--- src/rtl/snd_dma_addr_if.sv ---
// CPU register bus for the sound DMA address generator.
// The CPU side drives select, strobes and write data; the DMA block returns registered read data.
interface snd_dma_addr_if;
    logic [3:0] bus_sel;
    logic       bus_we;
    logic       bus_re;
    logic [7:0] bus_din;
    logic [7:0] bus_dout;

    modport master (
        output bus_sel,
        output bus_we,
        output bus_re,
        output bus_din,
        input  bus_dout
    );

    modport slave (
        input  bus_sel,
        input  bus_we,
        input  bus_re,
        input  bus_din,
        output bus_dout
    );
endinterface

--- src/rtl/snd_dma_addr.sv ---
// Sound DMA address generator: CPU-visible frame start/end/control registers, word address
// counter with end-of-frame stop or repeat reload, feeding the MCU control stage compare.
module snd_dma_addr #(
    parameter int         AW      = 21,
    parameter logic [1:0] RST_CTL = 2'b00
) (
    input  logic                 clk32,
    input  logic                 por,
    snd_dma_addr_if.slave        bus,
    input  logic                 inc,
    output logic [AW:1]          snd,
    output logic [AW:1]          sft,
    output logic                 sndon,
    output logic                 sfrep,
    output logic                 frame_done
);
    typedef enum logic {IDLE = 1'b0, RUN = 1'b1} state_t;

    state_t      state_reg;
    state_t      state_next;
    logic [AW:1] start_reg;
    logic [AW:1] end_reg;
    logic [AW:1] snd_reg;
    logic [AW:1] sft_reg;
    logic        sfrep_reg;
    logic        frame_done_reg;
    logic [7:0]  dout_reg;
    logic [7:0]  rd_data;

    logic ctrl_wr;
    logic end_evt;
    logic advance;

    // Byte view of a word address: hi is zero-extended, lo carries an implicit zero bit 0.
    function automatic logic [7:0] addr_byte(input logic [AW:1] x, input logic [1:0] which);
        logic [7:0] b;
        case (which)
            2'd0:    b = 8'(x[AW:16]);
            2'd1:    b = x[15:8];
            default: b = {x[7:1], 1'b0};
        endcase
        return b;
    endfunction

    // The CPU write wins over a coincident inc, so a ctrl write masks any frame event.
    assign ctrl_wr = bus.bus_we && (bus.bus_sel == 4'd0);
    assign end_evt = (state_reg == RUN) && inc && !ctrl_wr && (snd_reg == sft_reg);
    assign advance = (state_reg == RUN) && inc && !ctrl_wr && (snd_reg != sft_reg);

    always_ff @(posedge clk32) begin
        if (por) begin
            state_reg <= RST_CTL[0] ? RUN : IDLE;
        end else begin
            state_reg <= state_next;
        end
    end

    always_comb begin
        state_next = state_reg;
        if (ctrl_wr) begin
            state_next = bus.bus_din[0] ? RUN : IDLE;
        end else if (end_evt && !sfrep_reg) begin
            state_next = IDLE;
        end
    end

    always_comb begin
        sndon      = (state_reg == RUN);
        sfrep      = sfrep_reg;
        frame_done = frame_done_reg;
        snd        = snd_reg;
        sft        = sft_reg;
        bus.bus_dout = dout_reg;
    end

    always_comb begin
        rd_data = 8'h00;
        case (bus.bus_sel)
            4'd0:    rd_data = {6'b0, sfrep_reg, state_reg == RUN};
            4'd1:    rd_data = addr_byte(start_reg, 2'd0);
            4'd2:    rd_data = addr_byte(start_reg, 2'd1);
            4'd3:    rd_data = addr_byte(start_reg, 2'd2);
            4'd4:    rd_data = addr_byte(snd_reg, 2'd0);
            4'd5:    rd_data = addr_byte(snd_reg, 2'd1);
            4'd6:    rd_data = addr_byte(snd_reg, 2'd2);
            4'd7:    rd_data = addr_byte(end_reg, 2'd0);
            4'd8:    rd_data = addr_byte(end_reg, 2'd1);
            4'd9:    rd_data = addr_byte(end_reg, 2'd2);
            default: rd_data = 8'h00;
        endcase
    end

    always_ff @(posedge clk32) begin
        if (por) begin
            start_reg      <= '0;
            end_reg        <= '0;
            snd_reg        <= '0;
            sft_reg        <= '0;
            sfrep_reg      <= RST_CTL[1];
            frame_done_reg <= 1'b0;
            dout_reg       <= 8'h00;
        end else begin
            frame_done_reg <= end_evt;

            if (bus.bus_we) begin
                case (bus.bus_sel)
                    4'd1: start_reg[AW:16] <= bus.bus_din[AW-16:0];
                    4'd2: start_reg[15:8]  <= bus.bus_din;
                    4'd3: start_reg[7:1]   <= bus.bus_din[7:1];
                    4'd7: end_reg[AW:16]   <= bus.bus_din[AW-16:0];
                    4'd8: end_reg[15:8]    <= bus.bus_din;
                    4'd9: end_reg[7:1]     <= bus.bus_din[7:1];
                    default: ;
                endcase
            end

            // Reloads read start_reg/end_reg before any same-edge register write lands.
            if (ctrl_wr) begin
                sfrep_reg <= bus.bus_din[1];
                if (bus.bus_din[0] && state_reg == IDLE) begin
                    snd_reg <= start_reg;
                    sft_reg <= end_reg;
                end
            end else if (end_evt) begin
                if (sfrep_reg) begin
                    snd_reg <= start_reg;
                    sft_reg <= end_reg;
                end
            end else if (advance) begin
                snd_reg <= snd_reg + 1'b1;
            end

            if (bus.bus_re) begin
                dout_reg <= rd_data;
            end
        end
    end
endmodule
--- src/flat_wrapper.sv ---
// flat-port wrapper written by rule: the top's interface ports become plain ports
module snd_dma_addr_flat 
#(
    parameter int         AW      = 21,
    parameter logic [1:0] RST_CTL = 2'b00
)
  (clk32, por, inc, snd, sft, sndon, sfrep, frame_done, bus_bus_sel, bus_bus_we, bus_bus_re, bus_bus_din, bus_bus_dout);
  snd_dma_addr_if bus_i ();
  input  logic clk32;
  input  logic por;
  input  logic inc;
  output logic [AW:1] snd;
  output logic [AW:1] sft;
  output logic sndon;
  output logic sfrep;
  output logic frame_done;
  input wire logic [$bits(bus_i.bus_sel)-1:0] bus_bus_sel;
  input wire logic [$bits(bus_i.bus_we)-1:0] bus_bus_we;
  input wire logic [$bits(bus_i.bus_re)-1:0] bus_bus_re;
  input wire logic [$bits(bus_i.bus_din)-1:0] bus_bus_din;
  output wire logic [$bits(bus_i.bus_dout)-1:0] bus_bus_dout;
  assign bus_i.bus_sel = bus_bus_sel;
  assign bus_i.bus_we = bus_bus_we;
  assign bus_i.bus_re = bus_bus_re;
  assign bus_i.bus_din = bus_bus_din;
  assign bus_bus_dout = bus_i.bus_dout;
  snd_dma_addr #(.AW(AW), .RST_CTL(RST_CTL)) u_core (.clk32(clk32), .por(por), .bus(bus_i), .inc(inc), .snd(snd), .sft(sft), .sndon(sndon), .sfrep(sfrep), .frame_done(frame_done));
endmodule
--- config.mk ---
export PLATFORM = sky130hd
export DESIGN_NAME = snd_dma_addr_flat
export DESIGN_NICKNAME = d
export VERILOG_FILES = /design/src/rtl/snd_dma_addr_if.sv /design/src/rtl/snd_dma_addr.sv /design/src/flat_wrapper.sv
export SDC_FILE = /design/constraint.sdc
export NUM_CORES = 1
export LEC_CHECK = 0
export BUFFER_PORTS_ARGS = -buffer_cell sky130_fd_sc_hd__buf_2
export CORE_MARGIN = 2
export CORE_UTILIZATION = 50
export CTS_CLUSTER_SIZE = 24
export DETAILED_ROUTE_END_ITERATION = 7
export PLACE_DENSITY_LB_ADDON = 0.12
export SETUP_SLACK_MARGIN = 0.5
export SLEW_MARGIN = 20
export SYNTH_ARGS = -nofsm -noshare
export SYNTH_HDL_FRONTEND = slang
export SYNTH_SLANG_ARGS = --single-unit
export TNS_END_PERCENT = 20
--- constraint.sdc ---
create_clock -name clk32 -period 2 [get_ports clk32]
set_clock_uncertainty 0.15 [all_clocks]
set_input_delay 0.3 -clock clk32 [delete_from_list [all_inputs] [get_ports clk32]]
set_output_delay 0.3 -clock clk32 [all_outputs]
set_load 0.02 [all_outputs]
Word-level counts from Yosys, hierarchy flattened
Cells that the tools add are included.
{ "word_totals": {"output_inout_bits": 53, "input_bits": 17, "elab_cells": 62, "register_bits": 95} }
{ "op_classes": {"muxes": 13, "add_sub_neg": 1, "n_reduce_logical": 22, "bitwise_logic": 1, "eq_ne": 13} }
{ "ops": {"columns": ["cell", "n"], "rows": [
  ["21-bit 2-to-1 mux", 9],
  ["8-bit case mux with 10 select lines", 1],
  ["21-bit by 1-bit adder with 21-bit output (second input constant)", 1],
  ["21-bit equality test", 1],
  ["21-bit inequality test", 1],
  ["4-bit by 3-bit equality test with 1-bit output (second input constant)", 4],
  ["2-bit AND reduction", 6],
  ["4-bit by 2-bit equality test with 1-bit output (second input constant)", 2],
  ["4-bit equality test (second input constant)", 2],
  ["1-bit logical AND", 7],
  ["3-bit AND reduction", 2],
  ["2-bit nonzero test", 3],
  ["4-bit by 1-bit equality test with 1-bit output (second input constant)", 1],
  ["4-bit logical NOT", 1],
  ["1-bit 2-to-1 mux", 3],
  ["3-bit by 1-bit inequality test with 1-bit output (second input constant)", 1],
  ["3-bit nonzero test", 1],
  ["1-bit logical NOT", 2],
  ["2-bit inequality test (second input constant)", 1],
  ["1-bit NOT", 1]
]} }

Logic depth before layout (Yosys ltp)
Gate-level depths: netlist of run 1.
{ "depth": {"word_depth": 8, "depth_mapped": 9, "mapped_depth_nobuf": 7} }

Least setup slack after synthesis of run 1
OpenSTA, ideal clock, no wires.
{ "synth_path": {"path_type": "register to register", "from": "register u_core.snd_reg, in the netlist u_core.snd[13]", "to": "register u_core.snd_reg, in the netlist u_core.snd[5]", "t_required_ps": 1711, "path_buffers": 1, "path_slack_ps": -217, "setup_time_ps": 139, "path_stages_with_launch": 8, "arrival_time_ps": 1928, "period_less_slack_ps": 2217, "path_cell_list": "dfxtp_1 xnor2_1 nand4_1 nor4_4 a31oi_1 nand2b_2 buf_4 o32ai_1"} }
{ "synth_via": {"elab_chain_cells": 4, "word_cells_on_any_way": 9, "classes_between": "eq/ne (3); mux (2); reduce/logical (4)"} }
{ "synth_lines": {"columns": ["item", "line_no", "text"], "rows": [
  ["start, declared", "snd_dma_addr.sv:23", "logic [AW:1] snd_reg;"],
  ["start signal, assigned", "snd_dma_addr.sv:121", "snd_reg <= start_reg;"],
  ["start signal, assigned", "snd_dma_addr.sv:126", "snd_reg <= start_reg;"],
  ["start signal, assigned", "snd_dma_addr.sv:130", "snd_reg <= snd_reg + 1'b1;"],
  ["21-bit equality test / 21-bit inequality test (equally long branches)", "snd_dma_addr.sv:47, snd_dma_addr.sv:48", null],
  ["1-bit logical AND (on tied branches)", "snd_dma_addr.sv:47, snd_dma_addr.sv:48", null],
  ["3-bit by 1-bit inequality test with 1-bit output (no source line), or another cell as far along", null, null],
  ["3-bit AND reduction (no source line) / 21-bit 2-to-1 mux (equally long branches)", null, null]
]} }
Several ways; a longest one is shown, not always the timed one.
A chain may end at the register's enable or synchronous reset.

Worst setup path after layout of run 1
{ "layout_path": {"from": "register u_core.sft_reg, in the netlist u_core.sft[6]", "to": "register u_core.snd_reg, in the netlist u_core.snd[4]"} }
{ "layout_via": {"elab_chain_cells": 4, "word_cells_on_any_way": 9, "classes_between": "eq/ne (3); mux (2); reduce/logical (4)"} }
{ "layout_lines": {"columns": ["item", "line_no", "text"], "rows": [
  ["start, declared", "snd_dma_addr.sv:24", "logic [AW:1] sft_reg;"],
  ["start signal, assigned", "snd_dma_addr.sv:122", "sft_reg <= end_reg;"],
  ["start signal, assigned", "snd_dma_addr.sv:127", "sft_reg <= end_reg;"],
  ["21-bit equality test / 21-bit inequality test (equally long branches)", "snd_dma_addr.sv:47, snd_dma_addr.sv:48", null],
  ["1-bit logical AND (on tied branches)", "snd_dma_addr.sv:47, snd_dma_addr.sv:48", null],
  ["3-bit by 1-bit inequality test with 1-bit output (no source line), or another cell as far along", null, null],
  ["3-bit AND reduction (no source line) / 21-bit 2-to-1 mux (equally long branches)", null, null]
]} }
Several ways; a longest one is shown, not always the timed one.

==> metrics.md, run 1 <==
| Metric | Value |
|---|---|
| Status | `finished, violations left` |
| Violated checks | `negative setup slack` |
| Worst Hold Path Cells | `3` |
| Largest net degree at the start of global routing | `46` |
| Tightest Pin Transition | `0.4706 ns` |
| YS warnings | `0` |
| Slowest stage delay, CP | `between 0.3 and 0.4 ns` |
| N_diodes | `0` |
| Layout cell share with drive strength beyond 1 | `between 30 and 40%` |
| DRC violations left | `0` |
| Final Setup Violations | `between 40 and 50` |
| Core ar. | `a little under 10,000 um^2` |
| TritonCTS clock tree | `yes` |
| Util after Layout | `roughly 72%` |
| CTS sink cnt | `95` |
| Slew HR | `68.63%` |
| CP Capture Type | `flip-flop` |
| Seq cells post-synth | `95` |
| R2R cell count | `8` |
| Number of CTS-inserted buffers | `9` |
| Clk Latency, worst-skew pair | `around 0.38 ns` |
| Routed vias/inst | `around 6` |
| Final WL | `approximately 19,000 um` |
| RSZ-0062 raised after global routing | `true` |
| Setup ws final | `-0.08985 ns` |
| Post-synth ARST share | `0%` |
| Final total power | `around 3.6 mW` |
| Final period utilization | `104.5%` |
| # rows | `36` |
| IO Pins | `70` |
| Cell Area, Synth | `around 5100 um^2` |
| DP Worst Slack | `-0.1994 ns` |
| Port buffer count | `slightly below 70` |
| Placed Instances | `~870` |
| WL/cell | `21.11 um` |
| Fin. max-slew vios | `0` |
| Overall global routing resource usage | `between 30 and 40%` |
| Max Fclk | `roughly 480 MHz` |
| Type of the worst min-delay path | `input port to flip-flop` |
| Top cell type's share of synthesized area | `between 30 and 40%` |
| Clock buffer depth | `2` |
| Final Hold Viols | `0` |
| Worst path bufs/invs | `2` |
| CP max stage cell | `dfxtp_2` |
| H-tree depth | `3` |
| Critical Setup Path Class | `flip-flop to flip-flop` |
| CP delay by family, top | `simple AND/OR/NAND/NOR gates` |
| Crit path from | `u_core.sft[6]$_SDFFE_PP0P_` |
| Detail Placement HPWL | `13,750 um` |
| Overflow after GRT | `0` |
| Worst path arrival time | `approximately 2.2 ns` |
| Area Growth Syn to Fin | `39.21%` |
| Root buffer cell | `clkbuf_8` |
| Yosys cell types | `a little over 60` |
| ANT nets after route | `0` |
| Die area | `around 11,000 um^2` |
| Most common cell on crit path | `buf_6` |
| Critical Path Stages | `8` |
| Initial antenna violation count | `0` |
| Post-synth EDFFs | `0` |
| Pwr dens | `507.3 nW/um^2` |
| Cell taking the most area after synthesis | `dfxtp_1` |
| Critical-path cell list | `xnor2_2 -> nand4_1 -> nor4_4 -> buf_6 -> a31o_4 -> buf_6 -> a21oi_2 -> o32ai_2` |
| Critical R2R Launch | `u_core.sft[6]$_SDFFE_PP0P_` |
| Synth Area per Inst | `around 8.3 um^2` |
| Initial drt markers | `490` |
| Routability congestion estimate | `between 0.9 and 1` |
| Clock transition at the registers of the reported paths | `0.09 ns` |
| Die Y | `approximately 110 um` |
| Largest cells by area after synthesis | `dfxtp_1 (37%), mux2i_1 (9.0%), a21oi_1 (6.9%)` |
| CP Max Fanout | `6` |
| Sequential area share after synthesis | `37.27%` |
| TNS Setup | `-2.064 ns` |
| Hold Path Origin | `bus_bus_din[7]` |
| Syn nets | `631` |
| Die Span X | `roughly 110 um` |
| Max Cap Viol | `0` |
| Vias | `5,389` |
| Number of global-route vias before repair | `5,029` |
| First-pass iteration count of the detailed router | `7` |
| # hold bufs at CTS | `0` |
| Initial Util | `51.96%` |
| Max VDD drop | `around 450 uV` |
| Post-synth top flop | `dfxtp_1` |
| WP data required | `2.14 ns` |
| Nets | `770` |
| Cells after Synth | `613` |
| CP Launch Type | `flip-flop` |
| Final std cells w/o fill | `between 800 and 900` |
| Final critical-path required period | `roughly 2.1 ns` |
| Pleak | `~2.8 nW` |
| First-pass GRT wire length | `approximately 28,000 um` |
==> logic make-up after synthesis <==
logic type                 Yosys count  synth area share [%]
xor gates and xnor gates            21                 3.605
adders and majority gates            1                0.2452
and+or+nand+nor                    219                 21.33
DFF                                 95                 37.27
AOI/OAI and AO/OA                  163                 21.26
muxes                               50                 10.13
buffers and inverters               64                 6.155
==> Yosys cell counts (all sizes together) (4+ instances only) <==
master and instances:
a211oi 6, a21oi 72, a22oi 8, a31oi 4
and2 4, and3 6, buf 19, clkbuf 29
dfxtp 95, inv 16, mux2i 46, nand2 50
nand2b 6, nand3 52, nand4 8, nor2 52
nor2b 17, nor3 6, nor3b 4, nor4 4
o21ai 31, o22ai 5, o32ai 14, or3 4
xnor2 21
==> cells in the final DEF, fill, tap and decap left out, types with 15 or more instances in the layout <==
| master | synthesis | final |
|---|---|---|
| xnor2_1 | 21 | 16 |
| nor2_1 | 52 | 50 |
| nand2_1 | 50 | 49 |
| buf_4 | 3 | 76 |
| a21oi_1 | 70 | 65 |
| o21ai_1 | 0 | 16 |
| dfxtp_2 | 0 | 22 |
| buf_2 | 4 | 50 |
| buf_6 | 6 | 37 |
| inv_1 | 16 | 15 |
| dfxtp_1 | 95 | 63 |
| mux2i_1 | 46 | 40 |
| nand3_1 | 52 | 48 |
==> final timing paths <==
| kind | to | slack, ns |
|---|---|---|
| worst max-delay path | u_core.snd[4]$_SDFFE_PP0P_ | -0.09 |
| worst min-delay path | u_core.end_reg[7]$_SDFFE_PP0P_ | 0.06 |
| worst max register to register | u_core.snd[4]$_SDFFE_PP0P_ | -0.09 |
| worst min register to register | u_core.bus.bus_dout[3]$_SDFFE_PP0P_ | 0.33 |
==> cell type report <==
cell class	count	area (um^2)
inverter	16	63.81
clock buffer	11	152.6
timing repair buffer	176	1483
tap	133	166.4
clock inverter	5	53.80
multi-input combinational	454	3217
fill	785	2716
sequential	95	1967
==> routing by layer <==
layer / up-vias / global-route usage (%) / routed length [um]
li1: 2485 / - / -
met1: 2576 / 46.05 / 7789
met2: 295 / 53.34 / 8799
met3: 33 / 4.866 / 1677
met4: 0 / 12.10 / 517
met5: - / 0 / 0
==> where the power goes <==
| part | leakage (nW) | internal, mW | switching, mW | total, mW |
|---|---|---|---|---|
| logic | 1.92 | 0.129 | 0.202 | 0.331 |
| registers | 0.786 | 1.89 | 0.0194 | 1.91 |
| clock network | 0.105 | 0.651 | 0.710 | 1.36 |
==> tightest hold or removal path: stages <==
cell and delay (ns):
buf_2 0.13, nand3_1 0.07, a21oi_1 0.05
==> stage by stage <==
step                      instance area, um^2  hold slack, ns
after floorplan                          5177          0.2860
after global placement                   6245          0.3069
after detailed placement                 6245          0.3124
after CTS                                6773         0.06375
after global routing                     7103         0.06715
final                                    7103         0.06002
==> what timing repair did <==
action	CTS	global route
resized for setup	92	76
pin swaps	26	37
setup endpoints to repair	88	105
buffers inserted	6	2
cloned	1	0
(Power assumes the default switching activity.)
==> run 2, diff against run 1 <==
--- a/config.mk
+++ b/config.mk
@@ -5,6 +5,7 @@
 export SDC_FILE = /design/constraint.sdc
 export NUM_CORES = 1
 export LEC_CHECK = 0
+export ABC_AREA = 1
 export BUFFER_PORTS_ARGS = -buffer_cell sky130_fd_sc_hd__buf_2
 export CORE_MARGIN = 2
 export CORE_UTILIZATION = 50
==> constraint.sdc (replaced) <==
create_clock -name clk32 -period 2 [get_ports clk32]
set_clock_uncertainty 0.15 [all_clocks]
set_input_delay 0.3 -clock clk32 [delete_from_list [all_inputs] [get_ports clk32]]
set_output_delay 0.3 -clock clk32 [all_outputs]
set_load 0.01 [all_outputs]
==> metrics.md, run 2 <==
| Metric | Value |
|---|---|
| Top cell type's share of synthesized area | `37.68%` |
| Worst path arrival time | `2.09 ns` |
| Max VDD drop | `424.2 uV` |
| First-pass GRT wire length | `27,950 um` |
| Commonest cells in the netlist | `nand2_1 (223), nor2_1 (104), dfxtp_1 (95)` |
| Final total power | `about 3.8 mW` |
| Largest net degree at the start of global routing | `80` |
| IO Pins | `70` |
| Overflow after GRT | `0` |
| Synth Area per Inst | `between 6 and 7 um^2` |
| Routed vias/inst | `between 5 and 6` |
| Initial drt markers | `~580` |
| Post-synth top flop | `dfxtp_1` |
| Final period utilization | `a little over nine tenths` |
| ANT nets after route | `0` |
| N_diodes | `0` |
| DP Worst Slack | `-0.07903 ns` |
| Area Growth Syn to Fin | `30.74%` |
| Final Hold Viols | `0` |
| Sw frac | `28.50%` |
| Max Fclk | `about 510 MHz` |
| Logic pwr share | `~12%` |
| Fin. max-slew vios | `0` |
| DRC violations left | `0` |
| Status | `complete, no violations` |
| Syn nets | `between 800 and 900` |
| Cell Area, Placed | `5796 um^2` |
| CP Max Fanout | `5` |
| Sequential area share after synthesis | `between 30% and 40%` |
| Post-synth ARST share | `0%` |
| Cell taking the most area after synthesis | `dfxtp_1` |
| Max Cap Viol | `0` |
| Highest-count cells in the layout ignoring fill and taps | `nand2_1 (212), nor2_1 (97), inv_1 (76), a21oi_1 (75), buf_2 (65)` |
| Die Y | `104.5 um` |
| Post-synth EDFFs | `0` |
| Clk Latency, worst-skew pair | `about 0.38 ns` |
| CTS sink cnt | `95` |
| Clock buffer depth | `2` |
| H-tree depth | `3` |
| # hold bufs at CTS | `0` |
| Pwr dens | `around 570 nW/um^2` |
| Initial Util | `about half` |
| Final WL | `between 15,000 and 20,000 um` |
| WL/cell | `17.67 um` |
| Pleak | `approximately 3.0 nW` |
| TritonCTS clock tree | `yes` |
| Type of the worst min-delay path | `input port to flip-flop` |
| Die Span X | `about 100 um` |
| Number of CTS-inserted buffers | `9` |
| WP data required | `about 2.1 ns` |
| Cells after Synth | `~800` |
| YS warnings | `0` |
| # rows | `36` |
| Sequential power share | `slightly above 50%` |
| Internal | `roughly 2.7 mW` |
| Commonest non-fill, non-tap cell in the layout | `nand2_1` |
| Setup ws final | `between 0.04 and 0.05 ns` |
| Detail Placement HPWL | `roughly 13,000 um` |
| Seq cells post-synth | `95` |
| Yosys cell types | `28` |
| Clk pwr share | `36.0%` |
| Root buffer cell | `clkbuf_8` |
| CP Capture Type | `flip-flop` |
| Number of global-route vias before repair | `between 5,000 and 6,000` |
| Cell with the most instances after synthesis | `nand2_1` |
| CP Launch Type | `flip-flop` |
| Nets | `between 900 and 1,000` |
| First-pass iteration count of the detailed router | `5` |
| Sw power | `1.073 mW` |
| RSZ-0062 raised after global routing | `true` |
| Tightest Pin Transition | `~0.43 ns` |
| Clock transition at the registers of the reported paths | `around 0.1 ns` |
| Largest cells by area after synthesis | `dfxtp_1 (38%), nand2_1 (17%), a21oi_1 (7.8%)` |
| Slew HR | `71.45%` |
| Routability congestion estimate | `about 0.96` |
| Final critical-path required period | `1.953 ns` |
| Final hold slack | `between 0.08 and 0.09 ns` |
| Overall global routing resource usage | `33.31%` |
| Final Cell Area | `between 6000 and 7000 um^2` |
| Die area | `about 11,000 um^2` |
| Layout cell share with drive strength beyond 1 | `between 20% and 30%` |
| Port buffer count | `between 60 and 70` |
| Core ar. | `9774 um^2` |
| Vias | `~6,000` |
| Critical Setup Path Class | `flip-flop to flip-flop` |
| Initial antenna violation count | `0` |
| Cell Area, Synth | `between 5000 and 6000 um^2` |
| Final Setup Violations | `0` |
-- run 2: worst max-delay path, cell delays in order (launching register included) --
cell and delay [ns]:
dfxtp_2 0.34, nand2_1 0.10, inv_2 0.09, nand2_1 0.05, nor2_1 0.09, nand2_1 0.07
nor2_2 0.15, nand3_4 0.15, o21bai_4 0.21, buf_12 0.16, buf_6 0.13, nand2_1 0.06
nand2_1 0.06, nor2_1 0.04
-- run 2: worst paths after layout --
check / from / slack, ns / end / cells past startpoint
setup / recovery: u_core.sndon$_SDFFE_PP0P_ / 0.05 / u_core.snd[4]$_SDFFE_PP0P_ / 13
hold / removal: bus_bus_din[6] / 0.09 / u_core.end_reg[6]$_SDFFE_PP0P_ / 3
setup reg to reg: u_core.sndon$_SDFFE_PP0P_ / 0.05 / u_core.snd[4]$_SDFFE_PP0P_ / 13
hold reg to reg: u_core.bus.bus_dout[5]$_SDFFE_PP0P_ / 0.32 / u_core.bus.bus_dout[5]$_SDFFE_PP0P_ / 2
-- run 2: routing by layer --
metal / vias to the layer above / global-route usage (%) / routed length [um]
met2: 319 / 50.89 / 8288
met5: - / 0 / 0
met3: 65 / 5.451 / 1507
met1: 2656 / 45.12 / 7956
met4: 0 / 17.37 / 996
li1: 2793 / - / -
-- run 2: stage by stage --
stage	utilization, %	instances	TNS [ns]
floorplan	-	801	0
detailed placement	59.29	1005	-0.4291
finish	67.51	1061	0
CTS	64.20	1045	0
global placement	59.29	1005	-0.03958
global route	67.51	1061	-0.5202
-- run 2: what timing repair did --
item / in CTS / in global routing
gates cloned: 2 / 6
buffers inserted: 23 / 10
gates resized for setup: 32 / 30
pin swaps: 10 / 14
setup endpoints to repair: 47 / 89
-- run 2: logic make-up (layout without fill, tap and decap cells) --
kind of cell / after synthesis / in the layout / share of synthesized area (%)
and+or+nand+nor: 387 / 388 / 30.84
adders and majority gates: 1 / 1 / 0.2479
buffers and inverters: 135 / 261 / 11.15
DFF: 95 / 95 / 37.68
AOI/OAI and AO/OA: 168 / 168 / 17.48
xor gates and xnor gates: 15 / 15 / 2.603
-- run 2: area by class of cell --
cell class / instances / area, um^2
sequential: 95 / 2002
multi-input combinational: 572 / 2728
clock inverter: 4 / 32.53
inverter: 101 / 401.6
timing repair buffer: 145 / 1095
tap: 133 / 166.4
fill: 925 / 3176
clock buffer: 11 / 173.9
-- run 2: power by group through the flow --
| stage | clock network, mW | registers (mW) | logic [mW] |
|---|---|---|---|
| 2_1_floorplan | 0 | 2.00 | 0.225 |
| 3_3_place_gp | 0 | 2.00 | 0.378 |
| 3_5_place_dp | 0 | 2.00 | 0.384 |
| 5_1_grt | 1.44 | 1.95 | 0.503 |
| 6_report | 1.36 | 1.95 | 0.460 |
| 4_1_cts | 1.36 | 1.94 | 0.415 |
==> run 3, diff against run 2 <==
--- a/config.mk
+++ b/config.mk
@@ -5,10 +5,9 @@
 export SDC_FILE = /design/constraint.sdc
 export NUM_CORES = 1
 export LEC_CHECK = 0
-export ABC_AREA = 1
 export BUFFER_PORTS_ARGS = -buffer_cell sky130_fd_sc_hd__buf_2
 export CORE_MARGIN = 2
-export CORE_UTILIZATION = 50
+export CORE_UTILIZATION = 52
 export CTS_CLUSTER_SIZE = 24
 export DETAILED_ROUTE_END_ITERATION = 7
 export PLACE_DENSITY_LB_ADDON = 0.12
==> metrics.md, run 3 (same netlist as run 1, synthesis figures left out) <==
| Metric | Value |
|---|---|
| Status | `finished, violations left` |
| Violated checks | `negative setup slack` |
| Clock transition at the registers of the reported paths | `around 0.1 ns` |
| Final Cell Area | `between 6000 and 7000 um^2` |
| Max Cap Viol | `0` |
| Overflow after GRT | `0` |
| WL/cell | `21.35 um` |
| Area Growth Syn to Fin | `34.89%` |
| Final total power | `approximately 3.6 mW` |
| RSZ-0062 raised after global routing | `true` |
| Setup ws final | `-0.2139 ns` |
| Type of the worst min-delay path | `input port to flip-flop` |
| CP Max Fanout | `11` |
| TritonCTS clock tree | `yes` |
| Port buffer count | `69` |
| Layout cell share with drive strength beyond 1 | `a little over a third` |
| Final Setup Violations | `between 40 and 50` |
| CP Capture Type | `flip-flop` |
| H-tree depth | `3` |
| Util after Layout | `a little under three quarters` |
| Routability congestion estimate | `0.9702` |
| First-pass GRT wire length | `approximately 28,000 um` |
| Final WL | `roughly 19,000 um` |
| Initial Util | `52.93%` |
| Clock buffer depth | `2` |
| Tightest Pin Transition | `~0.50 ns` |
| Cell Area, Placed | `just over 6000 um^2` |
| Worst path arrival time | `2.33 ns` |
| Register-to-register setup slack | `-0.21 ns` |
| Initial drt markers | `slightly below 500` |
| Routed vias/inst | `6.198` |
| Number of global-route vias before repair | `around 5,000` |
| DRC violations left | `0` |
| Max Fclk | `between 400 and 500 MHz` |
| DP Worst Slack | `-0.2630 ns` |
| WP data required | `between 2 and 2.5 ns` |
| CTS sink cnt | `95` |
| Die Y | `between 100 and 150 um` |
| Max VDD drop | `418.9 uV` |
| IO Pins | `70` |
| # rows | `36` |
| Nets | `~770` |
| ANT nets after route | `0` |
| First-pass iteration count of the detailed router | `5` |
| Detail Placement HPWL | `~14,000 um` |
| Commonest non-fill, non-tap cell in the layout | `dfxtp_1` |
| Largest net degree at the start of global routing | `68` |
| Die area | `~11,000 um^2` |
| Fin. max-slew vios | `0` |
| Final critical-path required period | `~2.2 ns` |
| Vias | `5,491` |
| Slew HR | `66.45%` |
| Core ar. | `between 9000 and 10,000 um^2` |
| Pleak | `~2.7 nW` |
| Pwr dens | `between 500 and 600 nW/um^2` |
| Die Span X | `about 100 um` |
| N_diodes | `0` |
| Number of CTS-inserted buffers | `9` |
| Placed Instances | `around 860` |
| # hold bufs at CTS | `0` |
| Overall global routing resource usage | `about 35%` |
| Initial antenna violation count | `0` |
| Final hold slack | `around 0.06 ns` |
| Final period utilization | `110.7%` |
| Clk Latency, worst-skew pair | `0.38 ns` |
| Critical Setup Path Class | `flip-flop to flip-flop` |
| Final std cells w/o fill | `roughly 900` |
| TNS Setup | `-7.026 ns` |
| Highest-count cells in the layout ignoring fill and taps | `dfxtp_1 (80), buf_4 (67), a21oi_1 (64), buf_2 (63), nor2_1 (52)` |
| Final Hold Viols | `0` |
| Root buffer cell | `clkbuf_8` |
| CP Launch Type | `flip-flop` |
[run 3: cell count changes in the layout (fill, tap and decap cells not counted), moves of 12 or more]
cell,change
nand2_1,-164
inv_1,-60
o21ai_0,-54
nor2_1,-45
mux2i_1,+40
dfxtp_1,+25
buf_6,+23
inv_2,-15
xnor2_1,+15
xor2_1,-15
dfxtp_4,-13
dfxtp_2,-12
nor2b_1,+12
[run 3: critical path, cell delays in order (launching register included)]
cell and delay, ns:
dfxtp_1 0.38, xnor2_2 0.12, nand4_1 0.24, nor4_4 0.38, buf_6 0.19, a21oi_4 0.13, buf_6 0.18, mux2i_2 0.21
o32ai_2 0.10
[run 3: layout make-up]
cell class	instances	area (um^2)
tap	133	166.4
fill	802	2756
multi-input combinational	454	3136
clock buffer	11	141.4
sequential	95	1938
inverter	16	60.06
clock inverter	5	57.56
timing repair buffer	172	1384
[run 3: path summary, 6_finish.rpt]
path	end	startpoint	depth (start not counted)
max reg2reg	u_core.snd[16]$_SDFFE_PP0P_	u_core.sft[5]$_SDFFE_PP0P_	8
min	u_core.bus.bus_dout[0]$_SDFFE_PP0P_	bus_bus_re	2
max	u_core.snd[16]$_SDFFE_PP0P_	u_core.sft[5]$_SDFFE_PP0P_	8
min reg2reg	u_core.bus.bus_dout[4]$_SDFFE_PP0P_	u_core.bus.bus_dout[4]$_SDFFE_PP0P_	2
[run 3: timing repair]
action | 4_1_cts | 5_1_grt
resized for setup | 60 | 66
cloned | 0 | 2
setup buffers | 3 | 2
setup endpoints to repair | 96 | 111
pin swaps | 35 | 9
[run 3: power breakdown]
part	total (mW)	internal (mW)	switching [mW]
registers	1.91	1.90	0.0195
logic	0.324	0.127	0.196
clock network	1.32	0.610	0.707
[run 3: per-layer routing]
layer	track usage, %	share of wire, %
met5	0	0
met4	20.14	6.0
met3	4.678	10
met2	55.04	45
met1	47.39	39
